===== config.mk =====
export PLATFORM = sky130hd
export DESIGN_NAME = uart_autobaud
export DESIGN_NICKNAME = d
export VERILOG_FILES = /design/src/rtl/uart_autobaud.sv
export SDC_FILE = /design/constraint.sdc
export NUM_CORES = 1
export LEC_CHECK = 0
export CAP_MARGIN = 5
export CORE_MARGIN = 2
export CORE_UTILIZATION = 58
export CTS_BUF_LIST = sky130_fd_sc_hd__clkbuf_8
export CTS_CLUSTER_DIAMETER = 50
export DETAILED_ROUTE_END_ITERATION = 8
export MAX_ROUTING_LAYER = met4
export PLACE_DENSITY = 0.82
export SLEW_MARGIN = 20
export SYNTH_ARGS = -nofsm -noshare
export SYNTH_HDL_FRONTEND = slang
export SYNTH_SLANG_ARGS = --single-unit

===== constraint.sdc =====
create_clock -name clk -period 3.6 [get_ports clk]
set_input_delay 0.36 -clock clk [delete_from_list [all_inputs] [get_ports clk]]
set_output_delay 0.36 -clock clk [all_outputs]
set_load 0.01 [all_outputs]

===== src/rtl/uart_autobaud.sv =====
// rtl/uart_autobaud.sv - UART baud rate auto-detection from a 0x55 sync frame
// Measures 8 bit times between the 1st and 5th falling edges and drives the rate to a baud generator.
module uart_autobaud #(
    parameter int MaxClockRate = 100000000,
    parameter int MinBaudRate  = 9600,
    parameter int DefaultRate  = 5208,
    parameter int MinRate      = 16,
    localparam int RW = $clog2(MaxClockRate / MinBaudRate),
    localparam int CW = RW + 3
) (
    input  logic          clk,
    input  logic          nReset,
    input  logic          rx,
    input  logic          start,
    input  logic          cfgWrite,
    input  logic [RW-1:0] cfgRate,
    output logic [RW-1:0] rate,
    output logic          genReset,
    output logic          locked,
    output logic          busy,
    output logic          error
);

    typedef enum logic [2:0] {IDLE, WAIT_START, MEASURE, WAIT_STOP, APPLY} state_t;

    state_t        state, nextState;
    logic          rxMeta, rxS, rxPrev;
    logic [CW-1:0] counter, nLatch, candidate;
    logic [1:0]    edgeCnt;
    logic          fall, counterFull, candOk;

    assign fall        = rxPrev & ~rxS;
    assign counterFull = &counter;
    assign candidate   = (nLatch + CW'(4)) >> 3;
    assign candOk      = (candidate >= CW'(MinRate)) && (candidate <= CW'((1 << RW) - 1));

    always_ff @(posedge clk or negedge nReset) begin
        if (!nReset) begin
            rxMeta <= 1'b1;
            rxS    <= 1'b1;
            rxPrev <= 1'b1;
        end else begin
            rxMeta <= rx;
            rxS    <= rxMeta;
            rxPrev <= rxS;
        end
    end

    always_ff @(posedge clk or negedge nReset) begin
        if (!nReset) state <= IDLE;
        else         state <= nextState;
    end

    // cfgWrite has priority over start while idle; both are ignored once busy
    always_comb begin
        nextState = state;
        case (state)
            IDLE:       if (!cfgWrite && start) nextState = WAIT_START;
            WAIT_START: if (fall) nextState = MEASURE;
            MEASURE: begin
                if (counterFull)                   nextState = IDLE;
                else if (fall && edgeCnt == 2'd3)  nextState = WAIT_STOP;
            end
            WAIT_STOP: begin
                if (counterFull) nextState = IDLE;
                else if (rxS)    nextState = candOk ? APPLY : IDLE;
            end
            APPLY:      nextState = IDLE;
            default:    nextState = IDLE;
        endcase
    end

    always_comb begin
        busy = (state != IDLE);
    end

    always_ff @(posedge clk or negedge nReset) begin
        if (!nReset) begin
            counter  <= '0;
            edgeCnt  <= '0;
            nLatch   <= '0;
            rate     <= RW'(DefaultRate);
            genReset <= 1'b0;
            locked   <= 1'b0;
            error    <= 1'b0;
        end else begin
            genReset <= 1'b0;
            case (state)
                IDLE: begin
                    // a back-to-back write is dropped so genReset never stretches
                    if (cfgWrite && !genReset) begin
                        rate     <= cfgRate;
                        genReset <= 1'b1;
                        locked   <= 1'b1;
                        error    <= 1'b0;
                    end else if (!cfgWrite && start) begin
                        error <= 1'b0;
                    end
                end
                WAIT_START: begin
                    if (fall) begin
                        counter <= '0;
                        edgeCnt <= '0;
                    end
                end
                MEASURE: begin
                    if (!counterFull) counter <= counter + CW'(1);
                    if (fall) begin
                        edgeCnt <= edgeCnt + 2'd1;
                        if (edgeCnt == 2'd3) nLatch <= counter + CW'(1);
                    end
                end
                WAIT_STOP: begin
                    if (!counterFull) counter <= counter + CW'(1);
                end
                default: ;
            endcase
            // rate is loaded on entry to APPLY so it is visible alongside genReset
            if (state == WAIT_STOP && nextState == APPLY) begin
                rate     <= candidate[RW-1:0];
                genReset <= 1'b1;
                locked   <= 1'b1;
            end
            if ((state == MEASURE || state == WAIT_STOP) && nextState == IDLE) error <= 1'b1;
        end
    end

endmodule


Yosys cells after proc, flatten, opt, wreduce, memory -nomap -nowiden:

Index checks and enable logic that the tools add are counted.

* word-level logic and storage cells: 78
* output and inout port bits: 18
* flip-flop bits (word level): 59

* multiplexer cells: 27
* add/subtract/negate cells: 3
* bitwise logic cells: 2
* order comparisons: 2
* reductions and logical operators: 25
* eq/ne operators: 8

Operator list (number)
* $mux W14: 3
* $mux W17: 2
* $pmux W17 S2: 1
* $mux W3: 7
* $add A17 B1 Y17 const B: 1
* $add A17 B3 Y17 const B: 1
* $reduce_and A17 Y1: 1
* $ge A14 B5 Y1 const B: 1
* $le A14 B14 Y1 const B: 1
* $pmux W3 S4: 1
* $mux W1: 10
* $reduce_bool A2 Y1: 5
* $reduce_and A3 Y1: 3
* $eq A3 B2 Y1 const B: 2
* $logic_and A1 B1 Y1: 6
* $logic_not A3 Y1: 2
* $ne A2 B2 Y1 const B: 3
* $reduce_bool A3 Y1: 2
* $mux W2: 2
* $pmux W2 S2: 1
* $reduce_and A2 Y1: 2
* $eq A3 B1 Y1 const B: 1
* $eq A3 B3 Y1 const B: 1
* $add A2 B1 Y2 const B: 1
* 6 further kinds: 7

Longest topological paths before layout:

Gate-level depths: netlist (run 1).

* depth in word-level cells: 11
* depth in mapped cells: 12
* mapped depth without buffers: 11

Worst setup path after synthesis (run 1):

OpenSTA, ideal clock, no wires.

* path kind: flip-flop to flip-flop
* start: reg counter[7]
* end: reg counter[14]
* setup slack: 0.793 ns
* arrival: 2.712 ns
* path buffers: 2
* cell stages (with the launch flop): 13
* required time: 3.504 ns
* path through: dfrtp_1 clkbuf_1 nand2_1 or3_1 nor3_1 nand3_1 nor2_1 ha_1 nor3_1 a21oi_1 clkbuf_1 o21ai_0 o31ai_1

* longest elaborated chain between the ends: 3
* elaborated cells on any way between the ends: 6
* classes of those cells: 1 x add/sub; 1 x eq/ne; 2 x mux; 2 x reduce/logical

RTL lines
* from (decl): line 28 `logic [CW-1:0] counter, nLatch, candidate;`
* from (signal assigned): line 107 `if (!counterFull) counter <= counter + CW'(1);`
* from (signal assigned): line 114 `if (!counterFull) counter <= counter + CW'(1);`
* $add A17 B1 Y17 / $reduce_and A17 Y1 (equally long branches): line 107, 114, 33
* $mux W17 / $ne A2 B2 Y1 (equally long branches)
* $pmux W17 S2 / $reduce_and A3 Y1 (equally long branches)

Parallel ways exist; a longest one is shown, timed or not. The select of a mux whose other input is x is not followed.
A chain may end at the register's enable or synchronous reset.

Worst setup path in the final report (run 1):

* start: reg counter[0]
* end: reg rate[0]

* longest elaborated chain between the ends: 7
* elaborated cells on any way between the ends: 10
* classes of those cells: 1 x eq/ne; 4 x mux; 5 x reduce/logical

RTL lines
* $reduce_and A17 Y1 *: line 33 `assign counterFull = &counter;`
* $mux W3, on equally long branches: line 65, 61
* $pmux W3 S4 *: line 57 `case (state)`
* $eq A3 B3 Y1 *: line 119 `if (state == WAIT_STOP && nextState == APPLY) begin`
* $logic_and A1 B1 Y1 *: line 119
* $reduce_bool A2 Y1 (no line)
* $reduce_and A2 Y1 (no line)
* to (signal assigned): line 82 `rate <= RW'(DefaultRate);`
* to (signal assigned): line 92 `rate <= cfgRate;`
* to (signal assigned): line 120 `rate <= candidate[RW-1:0];`
* to (decl): line 17 `output logic [RW-1:0] rate,`

Every way passes the cells marked *; elsewhere a longest branch is shown, timed or not.

==> flow_summary.json, run 1 <==
{
  "remaining_drc_errors": 0,
  "final_net_count": 390,
  "synth-edff-count": 0,
  "layout_setup_ws_ns": 0.5262,
  "peakVddDrop_mv": 0.5098,
  "gr-usage-all-layers": 0.2594,
  "setup-tns-final_ns": 0,
  "grt_antenna_before_repair": 0,
  "synth_top_area_cell": "sky130_fd_sc_hd__dfrtp_1",
  "crit_path_cell_trace": "ha_1 -> and3_1 -> nand3_1 -> nor3_1 -> buf_4 -> nand3_1 -> nor2_1 -> ha_1 -> nor3_1 -> nand3_1 -> buf_4 -> nand2b_1 -> mux2_2",
  "clkSlewWorstSetupHoldPaths_ns": 0.06,
  "pre_cts_slack_ns": 0.5295,
  "yosys_most_used_dff": "sky130_fd_sc_hd__dfrtp_1",
  "cp_slowest_stage_delay_ns": 0.40,
  "num_antenna_cells": 0,
  "routed_via_density": 5.821,
  "syn_area_sq_um": 3105,
  "row_count": 26,
  "grt_overflow_total": 0,
  "wl_met3_microns": 325,
  "max_slew.worst_pin.slew_ns": 0.6557,
  "clock_tree_from_tritoncts": "yes",
  "post_cts.resized_instances": 0,
  "wl_microns": 6686,
  "cts_made_buffers": 9,
  "detailed_place.area_sq_um": 3500,
  "maxSlewViolCount": 0,
  "fmax_mhz": 325.3,
  "result_of_the_run": "complete, no violations",
  "synthDominantCellAreaShare": 0.3948,
  "place.gp.congestion": 0.9226,
  "ys_seq_area_frac": 0.4625,
  "worst-path-max-fanout": 14,
  "timing.critical_path.slowest_stage_cell": "sky130_fd_sc_hd__dfrtp_1",
  "post_drt_wl_per_cell_microns": 15.13,
  "fillers": 438,
  "routedLengthMet1_microns": 3021,
  "worstSetupPathType": "flip-flop to flip-flop",
  "cts.htree.levels": 3,
  "grt_max_degree": 36,
  "die_footprint_sq_um": 5955,
  "io_buffers": 36,
  "holdCritPathClass": "flip-flop to flip-flop",
  "most_frequent_standard_cell_in_the_layout_excluding_fill_and_tap_cells": "sky130_fd_sc_hd__dfrtp_1",
  "wire_length_of_the_first_global_routing_pass_microns": 11840,
  "leakage_nw": 1.482,
  "synth-async-reset-ratio": 1.000,
  "cts-root-buf": "sky130_fd_sc_hd__clkbuf_8",
  "timing.final.setup_violations": 0,
  "grt_pass1_vias": 2534,
  "power_per_cell_area_nw_per_um2": 728.2,
  "core_ar_sq_um": 5140,
  "synth.area.top_cells": "sky130_fd_sc_hd__dfrtp_1, sky130_fd_sc_hd__dfstp_2, sky130_fd_sc_hd__o21ai_0",
  "drt_first_iter_violations": 178,
  "layout.cells.most_common_list": "sky130_fd_sc_hd__dfrtp_1, sky130_fd_sc_hd__nor2_1, sky130_fd_sc_hd__clkdlybuf4s50_1, sky130_fd_sc_hd__nand2_1, sky130_fd_sc_hd__o21ai_0",
  "finalInstanceArea_sq_um": 3684,
  "postSynthAreaPerCell_sq_um": 9.270,
  "syn_to_final_growth_pct": 18.61,
  "fin_skew_ns": 0.008650,
  "layout_min_cycle_time_ns": 3.074,
  "finalHoldViolCount": 0,
  "first_pass_iters": 4,
  "critical_path.endpoint_type": "flip-flop",
  "clk-insertion-delay-late_ns": 0.35,
  "number_of_max_cap_violations": 0,
  "finalCoreUtilization": 0.7167,
  "dp_hpwl_microns": 4838,
  "final_period_util": 0.8538,
  "required_ns": 3.83,
  "ys_types": 46,
  "fp.dieH_microns": 77.17,
  "clock_sink_count": 57,
  "syn_inst": 335,
  "remaining_antenna_violation_count": 0,
  "yosys_warnings": 0,
  "via_count": 2573,
  "ys_seq_elements": 57,
  "worst_path_most_repeated_cell": "sky130_fd_sc_hd__nand3_1",
  "startpoint_type": "flip-flop",
  "ports_placed_on_the_boundary": 37,
  "cts_max_path_buffers": 2,
  "grt_setup_unrepaired": "no",
  "slew-limit-headroom": 0.5629,
  "dr_wl_met2_microns": 3187,
  "syn_nets": 358,
  "start_util": 0.6042,
  "worst_ep_arrival_time_ns": 3.31,
  "highest-signal-layer": "met4",
  "die_x_microns": 77.17,
  "drive_above_1_share": 0.1102
}
-- logic make-up after synthesis --
kind of cell	Yosys count	synth area share
AO/OA/AOI/OAI	89	0.1902
XOR/XNOR	29	0.08179
adder cells (fa/ha/maj)	4	0.01612
buffers and inverters	29	0.03868
flip-flops	57	0.4625
multiplexers	2	0.007252
AND/OR/NAND/NOR	125	0.2035
-- synthesized netlist by cell type, types with 3 or more instances --
library cell and instances:
sky130_fd_sc_hd__nand3_1 13, sky130_fd_sc_hd__a221o_1 7, sky130_fd_sc_hd__or3_1 3, sky130_fd_sc_hd__clkbuf_1 12, sky130_fd_sc_hd__and3_1 7, sky130_fd_sc_hd__nor2_1 36
sky130_fd_sc_hd__xnor2_1 18, sky130_fd_sc_hd__buf_2 4, sky130_fd_sc_hd__nor2b_1 5, sky130_fd_sc_hd__inv_1 7, sky130_fd_sc_hd__o21ai_0 33, sky130_fd_sc_hd__a31oi_1 6
sky130_fd_sc_hd__and4_1 3, sky130_fd_sc_hd__nor3_1 7, sky130_fd_sc_hd__o31ai_1 5, sky130_fd_sc_hd__a22o_1 3, sky130_fd_sc_hd__a21oi_1 18, sky130_fd_sc_hd__a31o_2 6
sky130_fd_sc_hd__dfstp_2 8, sky130_fd_sc_hd__and2_1 3, sky130_fd_sc_hd__dfrtp_1 49, sky130_fd_sc_hd__xor2_1 11, sky130_fd_sc_hd__buf_1 3, sky130_fd_sc_hd__ha_1 4
sky130_fd_sc_hd__nor3b_1 4, sky130_fd_sc_hd__nand2_1 34
-- cell type report --
class	count	area, sq um	area share
Clock buffer	11	151.4	0.04110
Clock inverter	5	22.52	0.006114
Inverter	7	26.28	0.007133
Multi-Input combinational cell	249	1549	0.4205
Sequential cell	57	1436	0.3899
Tap cell	70	87.58	0.02378
Timing Repair Buffer	43	410.4	0.1114
-- worst max-delay path: cells and delay by family, from the launching register on --
kind | cells | cell delay, ns
adder cells (fa/ha/maj) | 2 | 0.47
buffers and inverters | 2 | 0.35
flip-flops | 1 | 0.40
multiplexers | 1 | 0.38
AND/OR/NAND/NOR | 8 | 1.37
-- power by group --
part	total (W)	switching, W	internal [W]
clock	0.000528	0.000250	0.000278
sequential	0.00113	0.000261	0.000867
combinational	0.00103	0.000504	0.000522
-- through the flow --
| stage | hold slack [ns] | total power (W) | std cells |
|---|---|---|---|
| after floorplan | 0.06441 | 0.001778 | 335 |
| after global placement | 0.3471 | 0.002119 | 425 |
| after detailed placement | 0.3508 | 0.002162 | 425 |
| after CTS | 0.3601 | 0.002701 | 442 |
| after global routing | 0.3611 | 0.002889 | 442 |
| final | 0.3584 | 0.002682 | 442 |
-- metal layers --
layer / track usage / up-vias
met5: - / -
met2: 0.4000 / 74
met3: 0.05059 / 15
met1: 0.3323 / 1222
met4: 0.1196 / 0
li1: - / 1262
-- sequential cells by signal, indices dropped and copies added (netlist names) --
name	count
rate	14
state	3
error	1
locked	1
rxPrev	1
edgeCnt	2
rxMeta	1
genReset	1
counter	17
rxS	1
nLatch	15
-- worst paths after layout --
kind / slack (ns) / startpoint / cells after the start / to
setup / recovery: 0.53 / counter[0]$_DFFE_PN0P_ / 13 / rate[0]$_DFFE_PN0P_
hold / removal: 0.36 / rxMeta$_DFF_PN1_ / 0 / rxS$_DFF_PN1_
setup reg to reg: 0.53 / counter[0]$_DFFE_PN0P_ / 13 / rate[0]$_DFFE_PN0P_
hold reg to reg: 0.36 / rxMeta$_DFF_PN1_ / 0 / rxS$_DFF_PN1_
max in group asynchronous: 2.22 / nReset / 3 / rxPrev$_DFF_PN1_
min in group asynchronous: 0.52 / nReset / 2 / rate[7]$_DFFE_PN0P_
-- timing repair --
action	4_1_cts	5_1_grt
endpoints found under the hold margin	9	0
buffers inserted	0	0
hold buffers	1	0
(Power assumes the default switching activity.)
==> run 2, diff against run 1 <==
CORE_UTILIZATION = 35   (was 58)
PLACE_DENSITY = not set   (was 0.82)
clock period = 2.5 ns   (was 3.6 ns; I/O delays follow)
==> run 2 against run 1 <==
Effect of this change: flip-flop and latch count unchanged; critical path type unchanged; design area rose by 11%; final cell count up 14%; largest cell class unchanged; largest power group is now combinational logic.
==> flow_summary.json, run 2 (same netlist as run 1, synthesis figures left out) <==
{
  "cts.htree.levels": 3,
  "largest_register_ffs": 17,
  "critical_path.reg2reg.endpoint": "rate[3]$_DFFE_PN1P_",
  "crit_path_cell_trace": "ha_2 -> nand2_1 -> buf_4 -> nor3_2 -> a31oi_1 -> a2111o_1 -> a41oi_4 -> buf_12 -> a221o_1",
  "finalCoreUtilization": 0.4696,
  "cts-root-buf": "sky130_fd_sc_hd__clkbuf_8",
  "fp.dieH_microns": 98.20,
  "wire_length_of_the_first_global_routing_pass_microns": 11990,
  "max_slew.worst_pin.slew_ns": 0.5901,
  "reg2regPathDepth": 9,
  "grt_max_degree": 30,
  "grt_antenna_before_repair": 0,
  "most_frequent_standard_cell_in_the_layout_excluding_fill_and_tap_cells": "sky130_fd_sc_hd__dfrtp_1",
  "pre_cts_slack_ns": -0.004440,
  "row_count": 34,
  "worstSetupPathType": "flip-flop to flip-flop",
  "clkSlewWorstSetupHoldPaths_ns": 0.06,
  "final_net_count": 415,
  "grt_setup_unrepaired": "no",
  "maxSlewViolCount": 0,
  "syn_to_final_growth_pct": 31.22,
  "required_ns": 2.77,
  "clock_tree_from_tritoncts": "yes",
  "startpoint_type": "flip-flop",
  "drt_first_iter_violations": 130,
  "worst_ep_arrival_time_ns": 2.64,
  "layout.cells.most_common_list": "sky130_fd_sc_hd__dfrtp_1, sky130_fd_sc_hd__nor2_1, sky130_fd_sc_hd__clkdlybuf4s50_1, sky130_fd_sc_hd__nand2_1, sky130_fd_sc_hd__o21ai_0",
  "grt_overflow_total": 0,
  "power_per_cell_area_nw_per_um2": 1042,
  "biggestRegsByFlops": "counter: 17 flops, nLatch: 15 flops, rate: 14 flops",
  "routed_via_density": 5.075,
  "ports_placed_on_the_boundary": 37,
  "result_of_the_run": "complete, no violations",
  "cpLargestDelayFamily": "compound AO/OA/AOI/OAI gates",
  "finalHoldViolCount": 0,
  "timing.final.setup_violations": 0,
  "worst-path-max-fanout": 7,
  "worstHoldStart": "rx",
  "worst_hold_stages": 1,
  "number_of_buffer_and_inverter_instances_along_the_worst_setup_path": 2,
  "critical_path.endpoint_type": "flip-flop",
  "core_ar_sq_um": 8678,
  "drive_above_1_share": 0.2065,
  "cts_max_path_buffers": 2,
  "gr-usage-all-layers": 0.1583,
  "timing.critical_path.depth": 9,
  "cts_made_buffers": 9,
  "clock_sink_count": 57,
  "worst_r2r_startpoint": "nLatch[2]$_DFFE_PN0P_",
  "slew-limit-headroom": 0.6030,
  "dp_hpwl_microns": 5305,
  "peakVddDrop_mv": 0.5441,
  "cp_slowest_stage_delay_ns": 0.49,
  "rrSetupSlack_ns": 0.13,
  "first_pass_iters": 4,
  "leakage_nw": 1.649,
  "remaining_antenna_violation_count": 0,
  "largest_register": "counter",
  "die_x_microns": 98.20,
  "place.gp.congestion": 0.7974,
  "hold_path_end": "rxMeta$_DFF_PN1_",
  "timing.critical_path.slowest_stage_cell": "sky130_fd_sc_hd__a2111o_1",
  "grt_pass1_vias": 2456,
  "post_drt_wl_per_cell_microns": 14.28,
  "via_count": 2563,
  "remaining_drc_errors": 0,
  "layout_setup_ws_ns": 0.1266,
  "final_period_util": 0.9493,
  "die_footprint_sq_um": 9642,
  "io_buffers": 36,
  "clk-insertion-delay-late_ns": 0.34,
  "fmax_mhz": 421.3,
  "fin_skew_ns": 0.008903,
  "start_util": 0.3578,
  "number_of_max_cap_violations": 0,
  "layout_min_cycle_time_ns": 2.373,
  "holdCritPathClass": "input port to flip-flop",
  "num_antenna_cells": 0,
  "wl_microns": 7213
}
==> run 2: cell count changes in the layout (fill, tap and decap cells not counted), moves of 2 or more <==
cell                      previous run  this run
sky130_fd_sc_hd__ha_1                4         1
sky130_fd_sc_hd__inv_1               9         7
sky130_fd_sc_hd__ha_2                0         2
sky130_fd_sc_hd__buf_12              0         3
sky130_fd_sc_hd__nor3_1              7         4
sky130_fd_sc_hd__nor3_2              0         2
sky130_fd_sc_hd__nand3_1            13        11
sky130_fd_sc_hd__buf_4               6        27
==> run 2: cell type report <==
cell class	instances	area (sq um)
tap	108	135.1
sequential	57	1438
multi-input combinational	249	1642
timing repair buffer	68	639.4
fill	853	4603
clock buffer	10	137.6
inverter	7	26.28
clock inverter	6	57.56
==> run 2: repair_timing <==
action                     CTS  global route
hold endpoints to repair    13             0
setup endpoints to repair    7            29
gates cloned                 0             1
gates resized for setup      0            13
pin swaps                    1             4
hold buffers                 1             0
setup buffers                2             4
==> run 2: worst max path at each step <==
| stage | startpoint | to | slack (ns) |
|---|---|---|---|
| global route | nLatch[7]$_DFFE_PN0P_ | rate[3]$_DFFE_PN1P_ | 0.005 |
| floorplan | counter[0]$_DFFE_PN0P_ | rate[13]$_DFFE_PN0P_ | 0.001 |
| finish | nLatch[2]$_DFFE_PN0P_ | rate[3]$_DFFE_PN1P_ | 0.13 |
| detailed placement | nLatch[2]$_DFFE_PN0P_ | rate[3]$_DFFE_PN1P_ | -0.004 |
| global placement | nLatch[2]$_DFFE_PN0P_ | rate[1]$_DFFE_PN0P_ | 0.02 |
| CTS | counter[1]$_DFFE_PN0P_ | counter[9]$_DFFE_PN0P_ | 0.0008 |
==> run 2: worst register-to-register path, cell delays in order (launching register included) <==
cell                       delay (ns)
sky130_fd_sc_hd__dfrtp_1         0.35
sky130_fd_sc_hd__ha_2            0.23
sky130_fd_sc_hd__nand2_1         0.12
sky130_fd_sc_hd__buf_4           0.18
sky130_fd_sc_hd__nor3_2          0.23
sky130_fd_sc_hd__a31oi_1         0.13
sky130_fd_sc_hd__a2111o_1        0.49
sky130_fd_sc_hd__a41oi_4         0.31
sky130_fd_sc_hd__buf_12          0.15
sky130_fd_sc_hd__a221o_1         0.15
==> run 2: layer usage <==
metal / wire length [microns] / vias up / track usage
met4: 50 / 0 / 0.03161
met3: 311 / 6 / 0.05297
met5: 0 / - / -
met2: 3406 / 43 / 0.2460
li1: - / 1307 / -
met1: 3445 / 1207 / 0.2041
==> run 2: report_power, final <==
group	internal, W	switching (W)
combinational	0.000965	0.000883
sequential	0.00125	0.000306
clock	0.000479	0.000365
==> run 2: metrics by stage <==
stage	area, sq um	cells	power [W]	hold WS, ns	TNS [ns]
2_1_floorplan	3164	335	0.002577	-0.04559	0
3_3_place_gp	3759	481	0.003294	0.2147	0
4_1_cts	3991	500	0.004241	0.3090	0
3_5_place_dp	3759	481	0.003325	0.2150	-0.004440
5_1_grt	4075	505	0.004570	0.3271	0
6_report	4075	505	0.004248	0.3260	0
